===== config.mk =====
export PLATFORM = sky130hd
export DESIGN_NAME = gpio_uart_tx
export DESIGN_NICKNAME = d
export VERILOG_FILES = /design/src/rtl/gpio_uart_tx.sv
export SDC_FILE = /design/constraint.sdc
export NUM_CORES = 1
export LEC_CHECK = 0
export CELL_PAD_IN_SITES_DETAIL_PLACEMENT = 1
export CELL_PAD_IN_SITES_GLOBAL_PLACEMENT = 2
export CORE_UTILIZATION = 37
export CTS_CLUSTER_DIAMETER = 200
export DETAILED_ROUTE_END_ITERATION = 12
export HOLD_SLACK_MARGIN = 0.15
export PLACE_DENSITY = 0.85
export SYNTH_ARGS = -nofsm -noshare
export SYNTH_HDL_FRONTEND = slang
export SYNTH_SLANG_ARGS = --single-unit

===== constraint.sdc =====
create_clock -name clk -period 2.3 [get_ports clk]
set_input_delay 0.23 -clock clk [delete_from_list [all_inputs] [get_ports clk]]
set_output_delay 0.23 -clock clk [all_outputs]
set_load 0.01 [all_outputs]

===== src/rtl/gpio_uart_tx.sv =====
// Byte FIFO plus 8N1 UART serialiser fed by GPIO store strobes.
// Optional even-parity bit between data and stop: define GPIO_UART_TX_PARITY_EN.
module gpio_uart_tx #(
  parameter int DATA_WIDTH = 8,
  parameter int BAUD_DIV   = 434,
  parameter int FIFO_DEPTH = 4
) (
  input  logic                          clk,
  input  logic                          reset,
  input  logic [DATA_WIDTH-1:0]         data_in,
  input  logic                          load,
  output logic                          tx,
  output logic                          busy,
  output logic                          fifo_full,
  output logic                          fifo_empty,
  output logic [$clog2(FIFO_DEPTH):0]   fifo_count,
  output logic                          overflow
);

  localparam int PW = $clog2(FIFO_DEPTH);
  localparam int CW = PW + 1;
  localparam int BW = $clog2(BAUD_DIV);
  localparam int IW = $clog2(DATA_WIDTH + 1);
  localparam logic [CW-1:0] FULL_CNT  = CW'(FIFO_DEPTH);
  localparam logic [BW-1:0] BAUD_LAST = BW'(BAUD_DIV - 1);
  localparam logic [IW-1:0] LAST_BIT  = IW'(DATA_WIDTH - 1);

  typedef enum logic [2:0] {
    IDLE,
    START,
    DATA,
`ifdef GPIO_UART_TX_PARITY_EN
    PARITY,
`endif
    STOP
  } state_t;

  state_t                state_q, state_d;
  logic [BW-1:0]         baud_cnt_q, baud_cnt_d;
  logic [IW-1:0]         bit_idx_q, bit_idx_d;
  logic [DATA_WIDTH-1:0] shift_q, shift_d;
  logic                  tx_q, tx_d;
  logic                  busy_q, busy_d;
  logic                  overflow_q, overflow_d;
  logic [PW-1:0]         wr_ptr_q, wr_ptr_d;
  logic [PW-1:0]         rd_ptr_q, rd_ptr_d;
  logic [CW-1:0]         count_q, count_d;
  logic [DATA_WIDTH-1:0] mem_q [FIFO_DEPTH];
  logic [DATA_WIDTH-1:0] mem_d [FIFO_DEPTH];
`ifdef GPIO_UART_TX_PARITY_EN
  logic                  parity_q, parity_d;
`endif

  logic baud_end, full_w, empty_w, pop, push;

  always_comb begin
    state_d    = state_q;
    baud_cnt_d = baud_cnt_q;
    bit_idx_d  = bit_idx_q;
    shift_d    = shift_q;
    tx_d       = tx_q;
    overflow_d = overflow_q;
    wr_ptr_d   = wr_ptr_q;
    rd_ptr_d   = rd_ptr_q;
    count_d    = count_q;
    mem_d      = mem_q;
`ifdef GPIO_UART_TX_PARITY_EN
    parity_d   = parity_q;
`endif

    baud_end = (baud_cnt_q == BAUD_LAST);
    full_w   = (count_q == FULL_CNT);
    empty_w  = (count_q == '0);
    // A pop frees a slot on the same edge, so a load into a full FIFO is kept then
    pop      = !empty_w && ((state_q == IDLE) || (state_q == STOP && baud_end));
    push     = load && (!full_w || pop);

    if (load && !push) overflow_d = 1'b1;
    if (push) begin
      mem_d[wr_ptr_q] = data_in;
      wr_ptr_d        = wr_ptr_q + 1'b1;
    end
    if (pop) rd_ptr_d = rd_ptr_q + 1'b1;
    case ({push, pop})
      2'b10:   count_d = count_q + 1'b1;
      2'b01:   count_d = count_q - 1'b1;
      default: count_d = count_q;
    endcase

    baud_cnt_d = baud_end ? '0 : baud_cnt_q + 1'b1;
    case (state_q)
      IDLE: begin
        tx_d       = 1'b1;
        baud_cnt_d = '0;
      end
      START: if (baud_end) begin
        state_d   = DATA;
        bit_idx_d = '0;
        tx_d      = shift_q[0];
      end
      DATA: if (baud_end) begin
        if (bit_idx_q == LAST_BIT) begin
`ifdef GPIO_UART_TX_PARITY_EN
          state_d = PARITY;
          tx_d    = parity_q;
`else
          state_d = STOP;
          tx_d    = 1'b1;
`endif
        end else begin
          shift_d   = shift_q >> 1;
          tx_d      = shift_d[0];
          bit_idx_d = bit_idx_q + 1'b1;
        end
      end
`ifdef GPIO_UART_TX_PARITY_EN
      PARITY: if (baud_end) begin
        state_d = STOP;
        tx_d    = 1'b1;
      end
`endif
      STOP: if (baud_end) begin
        state_d = IDLE;
        tx_d    = 1'b1;
      end
      default: state_d = IDLE;
    endcase

    // Popping overrides the STOP->IDLE exit, giving gapless back-to-back frames
    if (pop) begin
      shift_d    = mem_q[rd_ptr_q];
      state_d    = START;
      baud_cnt_d = '0;
      bit_idx_d  = '0;
      tx_d       = 1'b0;
`ifdef GPIO_UART_TX_PARITY_EN
      parity_d   = ^mem_q[rd_ptr_q];
`endif
    end
    busy_d = (state_d != IDLE);
  end

  always_ff @(posedge clk or negedge reset) begin
    if (!reset) begin
      state_q    <= IDLE;
      baud_cnt_q <= '0;
      bit_idx_q  <= '0;
      shift_q    <= '0;
      tx_q       <= 1'b1;
      busy_q     <= 1'b0;
      overflow_q <= 1'b0;
      wr_ptr_q   <= '0;
      rd_ptr_q   <= '0;
      count_q    <= '0;
      for (int i = 0; i < FIFO_DEPTH; i++) mem_q[i] <= '0;
`ifdef GPIO_UART_TX_PARITY_EN
      parity_q   <= 1'b0;
`endif
    end else begin
      state_q    <= state_d;
      baud_cnt_q <= baud_cnt_d;
      bit_idx_q  <= bit_idx_d;
      shift_q    <= shift_d;
      tx_q       <= tx_d;
      busy_q     <= busy_d;
      overflow_q <= overflow_d;
      wr_ptr_q   <= wr_ptr_d;
      rd_ptr_q   <= rd_ptr_d;
      count_q    <= count_d;
      mem_q      <= mem_d;
`ifdef GPIO_UART_TX_PARITY_EN
      parity_q   <= parity_d;
`endif
    end
  end

  assign tx         = tx_q;
  assign busy       = busy_q;
  assign fifo_full  = (count_q == FULL_CNT);
  assign fifo_empty = (count_q == '0);
  assign fifo_count = count_q;
  assign overflow   = overflow_q;

endmodule


==> impl_results.rst, run 1 <==
.. list-table::
   :header-rows: 1

   * - Metric
     - Value
   * - Max stage delay on crit path
     - 0.40 ns
   * - Worst skew pair latency
     - 0.35 ns
   * - Wire length on met2
     - 3.21 mm
   * - Top fanout value on the critical path
     - 3
   * - Number of storage elements in the synthesis netlist
     - 66
   * - Post-layout net count
     - 300
   * - Delay-heaviest family, CP
     - adder cells
   * - I/O pins
     - 19
   * - Setup slack after placement
     - 0.00653 ns
   * - Setup Viol. Count Final
     - 0
   * - Worst reg-to-reg path cell count
     - 9
   * - Normalized max-slew margin
     - 63.8%
   * - Initial Utilization
     - 38.2%
   * - CTS root buf
     - clkbuf_8
   * - Hold WC Path Type
     - input port to async pin
   * - Number of enable flip-flop cells after synthesis
     - 0
   * - Overall power consumption
     - 4.79 mW
   * - Clk sink count
     - 66
   * - Worst ir drop on vdd
     - 0.641 mV
   * - Global-route congestion overflow total
     - 0
   * - Metal3 WL
     - 158 um
   * - Worst Path Arrival
     - 2.42 ns
   * - Element type at the critical path end
     - flip-flop
   * - First-pass GRT wire length
     - 11.6 mm
   * - Sum of negative setup slack
     - 0 ns
   * - Outcome
     - finished, final reports clean
   * - TritonCTS Buffers
     - 9
   * - Synthesis warning total
     - 0
   * - Required time reported for the critical path endpoint
     - 2.58 ns
   * - Area Growth Syn to Fin
     - 19.7%
   * - R2r startpoint
     - baud_cnt_q[1]
   * - Placeable core region
     - 8220 um^2
   * - Max-slew violation count
     - 0
   * - HPWL after DPL
     - 4.55 mm
   * - Final WL
     - 6.60 mm
   * - Average detailed-routed wire length per instance
     - 16.9 um
   * - Area taken by flip-flops and latches
     - 1650 um^2
   * - Post-placement cell area
     - 3510 um^2
   * - Shortest clock period the worst path allows after layout
     - 2.14 ns
   * - Die Wd
     - 94.1 um
   * - Number of rows in the core area
     - 33
   * - Cell occurring most often along the worst timing path
     - o31ai_2
   * - Dominant synthesized flop cell
     - dfrtp_1
   * - Share of cells above drive strength 1
     - 29.4%
   * - Final-layout worst hold slack
     - 0.418 ns
   * - Multi-input logic area
     - 1430 um^2
   * - Synthesized netlist net count
     - 265
   * - Number of fillers in the final layout
     - 855
   * - Critical path's slowest cell
     - fa_1
   * - Routed via count divided by cell count
     - 5.08
   * - Worst setup slack for register-to-register paths
     - 0.16 ns
   * - Final setup slack of the worst path
     - 0.157 ns
   * - Drt first-iter violations
     - 98
   * - Per-instance average area after synthesis
     - 12.8 um^2
   * - Remaining routing DRC violations
     - 0
   * - Post-layout instance area
     - 3760 um^2
   * - H-tree levels
     - 3
   * - Post-route non-filler standard cell count
     - 391
   * - Last weighted congestion value of the routability-driven placer
     - 0.734
   * - Via count of the first global-routing pass
     - 2274
   * - Part of the Yosys area used for sequential elements
     - 52.7%
   * - Number of buffers on the longest clock path
     - 2
   * - Count of cell types in the netlist
     - 47
   * - Capture instance of the worst register-to-register path
     - fifo_count[2]
   * - Number of hold-slack violations in the final timing report
     - 0
   * - Pin count of the biggest net entering global routing
     - 67
   * - Vertical die dimension
     - 94.1 um
   * - PD cells
     - 1280 nW/um^2
   * - Final core occ
     - 45.7%
   * - Number of antenna violations at the first check in global routing
     - 0
   * - Worst-path clk slew
     - 0.08 ns
   * - Actual transition at the worst max-transition pin
     - 0.544 ns
   * - Startpoint types
     - flip-flop
   * - Proportion of register bits with asynchronous set or reset after synthesis
     - 100%
   * - Aggregate global-route resource usage
     - 17.6%
   * - CP cell instances
     - inv_1 -> ha_1 -> nand4b_1 -> o31ai_2 -> and2_1 -> nand2b_1 -> fa_1 -> o31ai_2 -> xor2_1
   * - Met1 Routed Length
     - 3.12 mm
   * - Maximum capacitance violations
     - 0
   * - Inst Count DP
     - 373
   * - Final worst-path cycle share
     - 93.2%
   * - Static leakage
     - 1.60 nW
   * - TritonRoute pass-1 iters
     - 4
   * - Number of port buffers
     - 18
   * - CP Class
     - flip-flop to flip-flop
   * - Worst setup skew after layout
     - 0.0167 ns
   * - Count of antenna-violating nets left after detailed routing
     - 0
   * - Total number of vias
     - 1988
   * - RSZ-0062 raised after global routing
     - false
   * - Number of antenna cells inserted
     - 0
   * - Gate count of the mapped netlist
     - 246
   * - Total die area
     - 8850 um^2
   * - Area of the mapped netlist
     - 3140 um^2
   * - Uppermost metal layer occupied by signal nets
     - met4
   * - Highest Clock Rate
     - 0.467 GHz
   * - CTS tree
     - done
   * - Number of buffers and inverters on the critical path
     - 1
-- final cells by class --
type / count / area share (%)
repair buffers: 31 / 7.99
clock inverters: 7 / 2.20
well taps: 105 / 3.50
flip-flops and latches: 66 / 44.0
multi-input cells: 163 / 38.0
inverters: 10 / 0.999
clock buffers: 9 / 3.30
-- layer usage --
layer,up-vias,track usage [%]
li1,933,-
met1,1022,22.8
met2,25,28.5
met3,8,3.80
met4,0,7.44
met5,-,0
-- cells in the mapped netlist (2+ instances only) --
library cell  number  share of area [%]
mux2i_1            3               0.96
nand2_1           11                1.3
o31ai_1            2               0.48
a22o_1             3               0.84
a21o_1             2               0.48
dfrtp_1           65                 52
nand2_4            4                1.4
ha_1               7                2.8
and2_1             3               0.60
xnor2_1           13                3.6
or2_2              2               0.40
a2111oi_0          2               0.56
nand3_1            5               0.80
mux4_2             8                5.7
a21oi_1            4               0.64
nor3_1             5               0.80
inv_1             10                1.2
clkbuf_1           3               0.36
xor2_1             4                1.1
o21ai_0            7                1.1
nor2_1            21                2.5
mux2_2            32                 11
buf_2              3               0.48
nand2b_1           2               0.40
o22ai_1            2               0.40
nand4b_1           2               0.56
-- cell families (layout without fill, tap and decap cells) --
group           after synthesis  in the layout  synth area share [%]
xor+xnor                     17             17                  4.74
compound gates               29             29                  6.78
other cells                   1              1                 0.120
fa+ha+maj                     8              8                  3.43
flops                        66             66                  52.7
mux                          44             44                  18.5
buf+inv                      17             57                  2.15
simple gates                 64             64                  11.6
-- where the power goes --
part	internal (mW)	switching (mW)
logic	1.01	0.725
clock network	0.520	0.510
registers	1.65	0.380
-- timing repair --
action,4_1_cts,5_1_grt
setup endpoints to repair,0,33
hold endpoints to repair,65,0
hold buffers,1,0
setup buffers,0,1
gates resized for setup,0,1
-- sequential cells by signal (all words and copies together) (netlist names) --
register    count
rd_ptr_q        2
wr_ptr_q        2
overflow        1
mem_q          32
tx              1
state_q         3
busy            1
bit_idx_q       4
baud_cnt_q      9
fifo_count      3
shift_q         8
-- placed cells by master (no fill, tap or decap), types with 4 or more instances in the layout --
cell type,n
dfrtp_1,65
mux2_2,32
nor2_1,21
clkdlybuf4s50_1,17
xnor2_1,13
nand2_1,11
inv_1,10
buf_4,10
clkbuf_8,9
mux4_2,8
o21ai_0,7
ha_1,7
nor3_1,5
nand3_1,5
xor2_1,4
a21oi_1,4
nand2_4,4
inv_6,4
-- worst min-delay path, stage by stage --
cell and delay, ns:
dlygate4sd3_1 0.51, buf_2 0.12, buf_12 0.30
-- how the worst max path moves through the flow --
stage / from / end / slack (ns) / depth (start not counted)
floorplan: baud_cnt_q[1] / fifo_count[2] / 0.04 / 10
global placement: baud_cnt_q[1] / mem_q[13] / 0.09 / 7
detailed placement: baud_cnt_q[1] / mem_q[9] / 0.007 / 7
CTS: baud_cnt_q[1] / mem_q[9] / 0.008 / 7
global route: baud_cnt_q[1] / fifo_count[2] / 0.008 / 9
finish: baud_cnt_q[1] / fifo_count[2] / 0.16 / 9
No activity file was read; power rests on OpenSTA's default activity.
==> run 2, diff against run 1 <==
--- a/config.mk
+++ b/config.mk
@@ -12,5 +12,5 @@
 export DETAILED_ROUTE_END_ITERATION = 12
 export HOLD_SLACK_MARGIN = 0.15
-export PLACE_DENSITY = 0.85
+export PLACE_DENSITY_LB_ADDON = 0.15
 export SYNTH_ARGS = -nofsm -noshare
 export SYNTH_HDL_FRONTEND = slang
==> constraint.sdc (replaced) <==
create_clock -name clk -period 2.3 [get_ports clk]
set_input_delay 0.23 -clock clk [delete_from_list [all_inputs] [get_ports clk]]
set_output_delay 0.23 -clock clk [all_outputs]
set_load 0.02 [all_outputs]
==> run 2 against run 1 <==
  * The run now ends with negative setup slack left
  * Combinational power is 7% higher
  * Clock skew is 0.0051 ns lower
  * Clock power is 5% lower
  * Sequential share of layout area is 0.48 points lower
  * Critical path depth stayed put
  * Cell count is 0.77% higher
==> impl_results.rst, run 2 (synthesis gave the netlist of run 1 again) <==
.. list-table::
   :header-rows: 1

   * - Metric
     - Value
   * - Outcome
     - finished, violations left (was finished, final reports clean)
   * - Violated checks
     - negative setup slack
   * - PD cells
     - 1260 nW/um^2 (was 1280 nW/um^2)
   * - Number of fillers in the final layout
     - 869 (was 855)
   * - Pin count of the biggest net entering global routing
     - 25 (was 67)
   * - I/O pins
     - 19 (unchanged)
   * - Final worst-path cycle share
     - 102% (was 93.2%)
   * - Post-placement cell area
     - 3510 um^2 (unchanged)
   * - Final setup slack of the worst path
     - -0.0562 ns (was 0.157 ns)
   * - RSZ-0062 raised after global routing
     - true (was false)
   * - Global-route congestion overflow total
     - 0 (unchanged)
   * - Final core occ
     - 46.2% (was 45.7%)
   * - Required time reported for the critical path endpoint
     - 2.52 ns (was 2.58 ns)
   * - Remaining routing DRC violations
     - 0 (unchanged)
   * - Maximum capacitance violations
     - 0 (unchanged)
   * - Switching share of power
     - 33.5% (was 33.7%)
   * - Register bank with the most flops
     - mem_q (unchanged)
   * - Worst-path clk slew
     - 0.08 ns (about the same)
   * - Net switching component of the power
     - 1.61 mW (about the same)
   * - Count of antenna-violating nets left after detailed routing
     - 0 (unchanged)
   * - Total die area
     - 8850 um^2 (unchanged)
   * - Hold WC Path Type
     - input port to async pin (unchanged)
   * - Drt first-iter violations
     - 70 (was 98)
   * - Top fanout value on the critical path
     - 8 (was 3)
   * - Combinational share of power
     - 38.9% (was 36.2%)
   * - CTS root buf
     - clkbuf_8 (unchanged)
   * - Shortest clock period the worst path allows after layout
     - 2.36 ns (was 2.14 ns)
   * - Aggregate global-route resource usage
     - 16.6% (was 17.6%)
   * - Area Growth Syn to Fin
     - 21.0% (was 19.7%)
   * - Worst skew pair latency
     - 0.33 ns (was 0.35 ns)
   * - Number of flip-flops in the largest register
     - 32 (unchanged)
   * - Clk sink count
     - 66 (unchanged)
   * - Number of antenna cells inserted
     - 0 (unchanged)
   * - Routed via count divided by cell count
     - 5.04 (was 5.08)
   * - Initial Utilization
     - 38.2% (unchanged)
   * - Share of cells above drive strength 1
     - 31.1% (was 29.4%)
   * - Number of antenna violations at the first check in global routing
     - 0 (unchanged)
   * - Capture instance of the worst register-to-register path
     - mem_q[14] (was fifo_count[2])
   * - Worst setup slack for register-to-register paths
     - -0.06 ns (was 0.16 ns)
   * - TritonRoute pass-1 iters
     - 4 (unchanged)
   * - Number of port buffers
     - 18 (unchanged)
   * - Post-layout net count
     - 303 (was 300)
   * - Normalized max-slew margin
     - 62.0% (was 63.8%)
   * - Number of rows in the core area
     - 33 (unchanged)
   * - Worst setup skew after layout
     - 0.0116 ns (was 0.0167 ns)
   * - Post-layout instance area
     - 3800 um^2 (was 3760 um^2)
   * - CP Class
     - flip-flop to flip-flop (unchanged)
   * - Registers with the most flip-flops
     - mem_q: 32 flops, baud_cnt_q: 9 flops, shift_q: 8 flops (unchanged)
   * - Placeable core region
     - 8220 um^2 (unchanged)
   * - R2r startpoint
     - baud_cnt_q[1] (unchanged)
   * - Number of hold-slack violations in the final timing report
     - 0 (unchanged)
   * - Setup Viol. Count Final
     - 31 (was 0)
   * - Post-route non-filler standard cell count
     - 394 (was 391)
   * - Total number of vias
     - 1984 (was 1988)
   * - CTS tree
     - done (unchanged)
   * - First-pass GRT wire length
     - 10.8 mm (was 11.6 mm)
   * - Highest Clock Rate
     - 0.424 GHz (was 0.467 GHz)
   * - Final WL
     - 6.45 mm (was 6.60 mm)
   * - TritonCTS Buffers
     - 9 (unchanged)
   * - Startpoint types
     - flip-flop (unchanged)
   * - Worst reg-to-reg path cell count
     - 9 (unchanged)
   * - Via count of the first global-routing pass
     - 2081 (was 2274)
   * - Most frequent cells in the layout
     - 65 x dfrtp_1, 32 x mux2_2, 21 x nor2_1 (unchanged)
   * - H-tree levels
     - 3 (unchanged)
   * - Vertical die dimension
     - 94.1 um (unchanged)
   * - Most common cell after layout, fill and taps aside
     - dfrtp_1 (unchanged)
   * - Static leakage
     - 1.60 nW (about the same)
   * - Share of total power in the clock network
     - 20.4% (was 21.5%)
   * - Flop pwr share
     - 40.7% (was 42.3%)
   * - Max-slew violation count
     - 0 (unchanged)
   * - Actual transition at the worst max-transition pin
     - 0.570 ns (was 0.544 ns)
   * - Last weighted congestion value of the routability-driven placer
     - 0.712 (was 0.734)
   * - Die Wd
     - 94.1 um (unchanged)
   * - Setup slack after placement
     - -0.0276 ns (was 0.00653 ns)
   * - HPWL after DPL
     - 4.64 mm (was 4.55 mm)
   * - Inst Count DP
     - 374 (was 373)
   * - Sum of negative setup slack
     - -1.07 ns (was 0 ns)
   * - Worst ir drop on vdd
     - 0.527 mV (was 0.641 mV)
   * - Number of buffers on the longest clock path
     - 2 (unchanged)
   * - Worst Path Arrival
     - 2.58 ns (was 2.42 ns)
   * - Internal power
     - 3.19 mW (was 3.18 mW)
   * - Average detailed-routed wire length per instance
     - 16.4 um (was 16.9 um)
   * - Element type at the critical path end
     - flip-flop (unchanged)
==> run 2: cell count changes in the layout (fill, tap and decap cells not counted), sizes merged <==
cell,delta
clkinvlp,+2
buf,+3
inv,-2
==> run 2: power groups by stage <==
| stage | clock [mW] | combinational (mW) | sequential (mW) |
|---|---|---|---|
| global route | 1.06 | 2.05 | 2.02 |
| global placement | 0 | 1.77 | 1.97 |
| CTS | 1.02 | 1.86 | 1.96 |
| detailed placement | 0 | 1.82 | 1.98 |
| finish | 0.980 | 1.86 | 1.95 |
| floorplan | 0 | 1.27 | 1.93 |
==> run 2: layout make-up <==
class                           count  area, um^2  area share [%]
Clock inverter                      7        76.3            2.01
Multi-Input combinational cell    163        1460            38.5
Tap cell                          105         131            3.46
Clock buffer                        9         124            3.26
Inverter                           10        37.5           0.988
Sequential cell                    66        1650            43.5
Timing Repair Buffer               34         314            8.27
==> run 2: how the worst max path moves through the flow <==
stage,from,endpoint,slack (ns),cells past startpoint
floorplan,baud_cnt_q[1],fifo_count[2],-0.003,10
global placement,baud_cnt_q[1],fifo_count[2],0.06,9
detailed placement,baud_cnt_q[1],fifo_count[2],-0.03,9
CTS,baud_cnt_q[1],fifo_count[2],0.05,10
global route,baud_cnt_q[1],mem_q[10],-0.15,9
finish,baud_cnt_q[1],mem_q[14],-0.06,9
==> run 2: critical path: stages, from the launching register on <==
cell and delay (ns):
dfrtp_1 0.39, inv_1 0.06, ha_1 0.13, nand4b_1 0.20, buf_4 0.21, or4_4 0.51, a21boi_4 0.19, buf_12 0.15
nand2_4 0.11, mux2_2 0.30
==> run 2: what timing repair did <==
action,4_1_cts,5_1_grt
endpoints found under the hold margin,21,0
setup buffers,1,2
endpoints found under the setup margin,14,23
resized for setup,1,7
hold buffers,1,0
pin swaps,3,2
==> run 2: through the flow <==
step / power [mW] / hold slack (ns)
global placement: 3.74 / 0.257
global route: 5.13 / 0.482
detailed placement: 3.81 / 0.262
finish: 4.80 / 0.414
floorplan: 3.20 / -0.0656
CTS: 4.84 / 0.420
==> run 2: layer usage <==
| layer | GRT usage [%] | share of wire, % | wire, um |
|---|---|---|---|
| met1 | 23.1 | 50 | 3210 |
| met2 | 25.6 | 47 | 3030 |
| met3 | 2.75 | 2.0 | 130 |
| met4 | 6.92 | 1.2 | 76 |
| met5 | 0 | 0 | 0 |
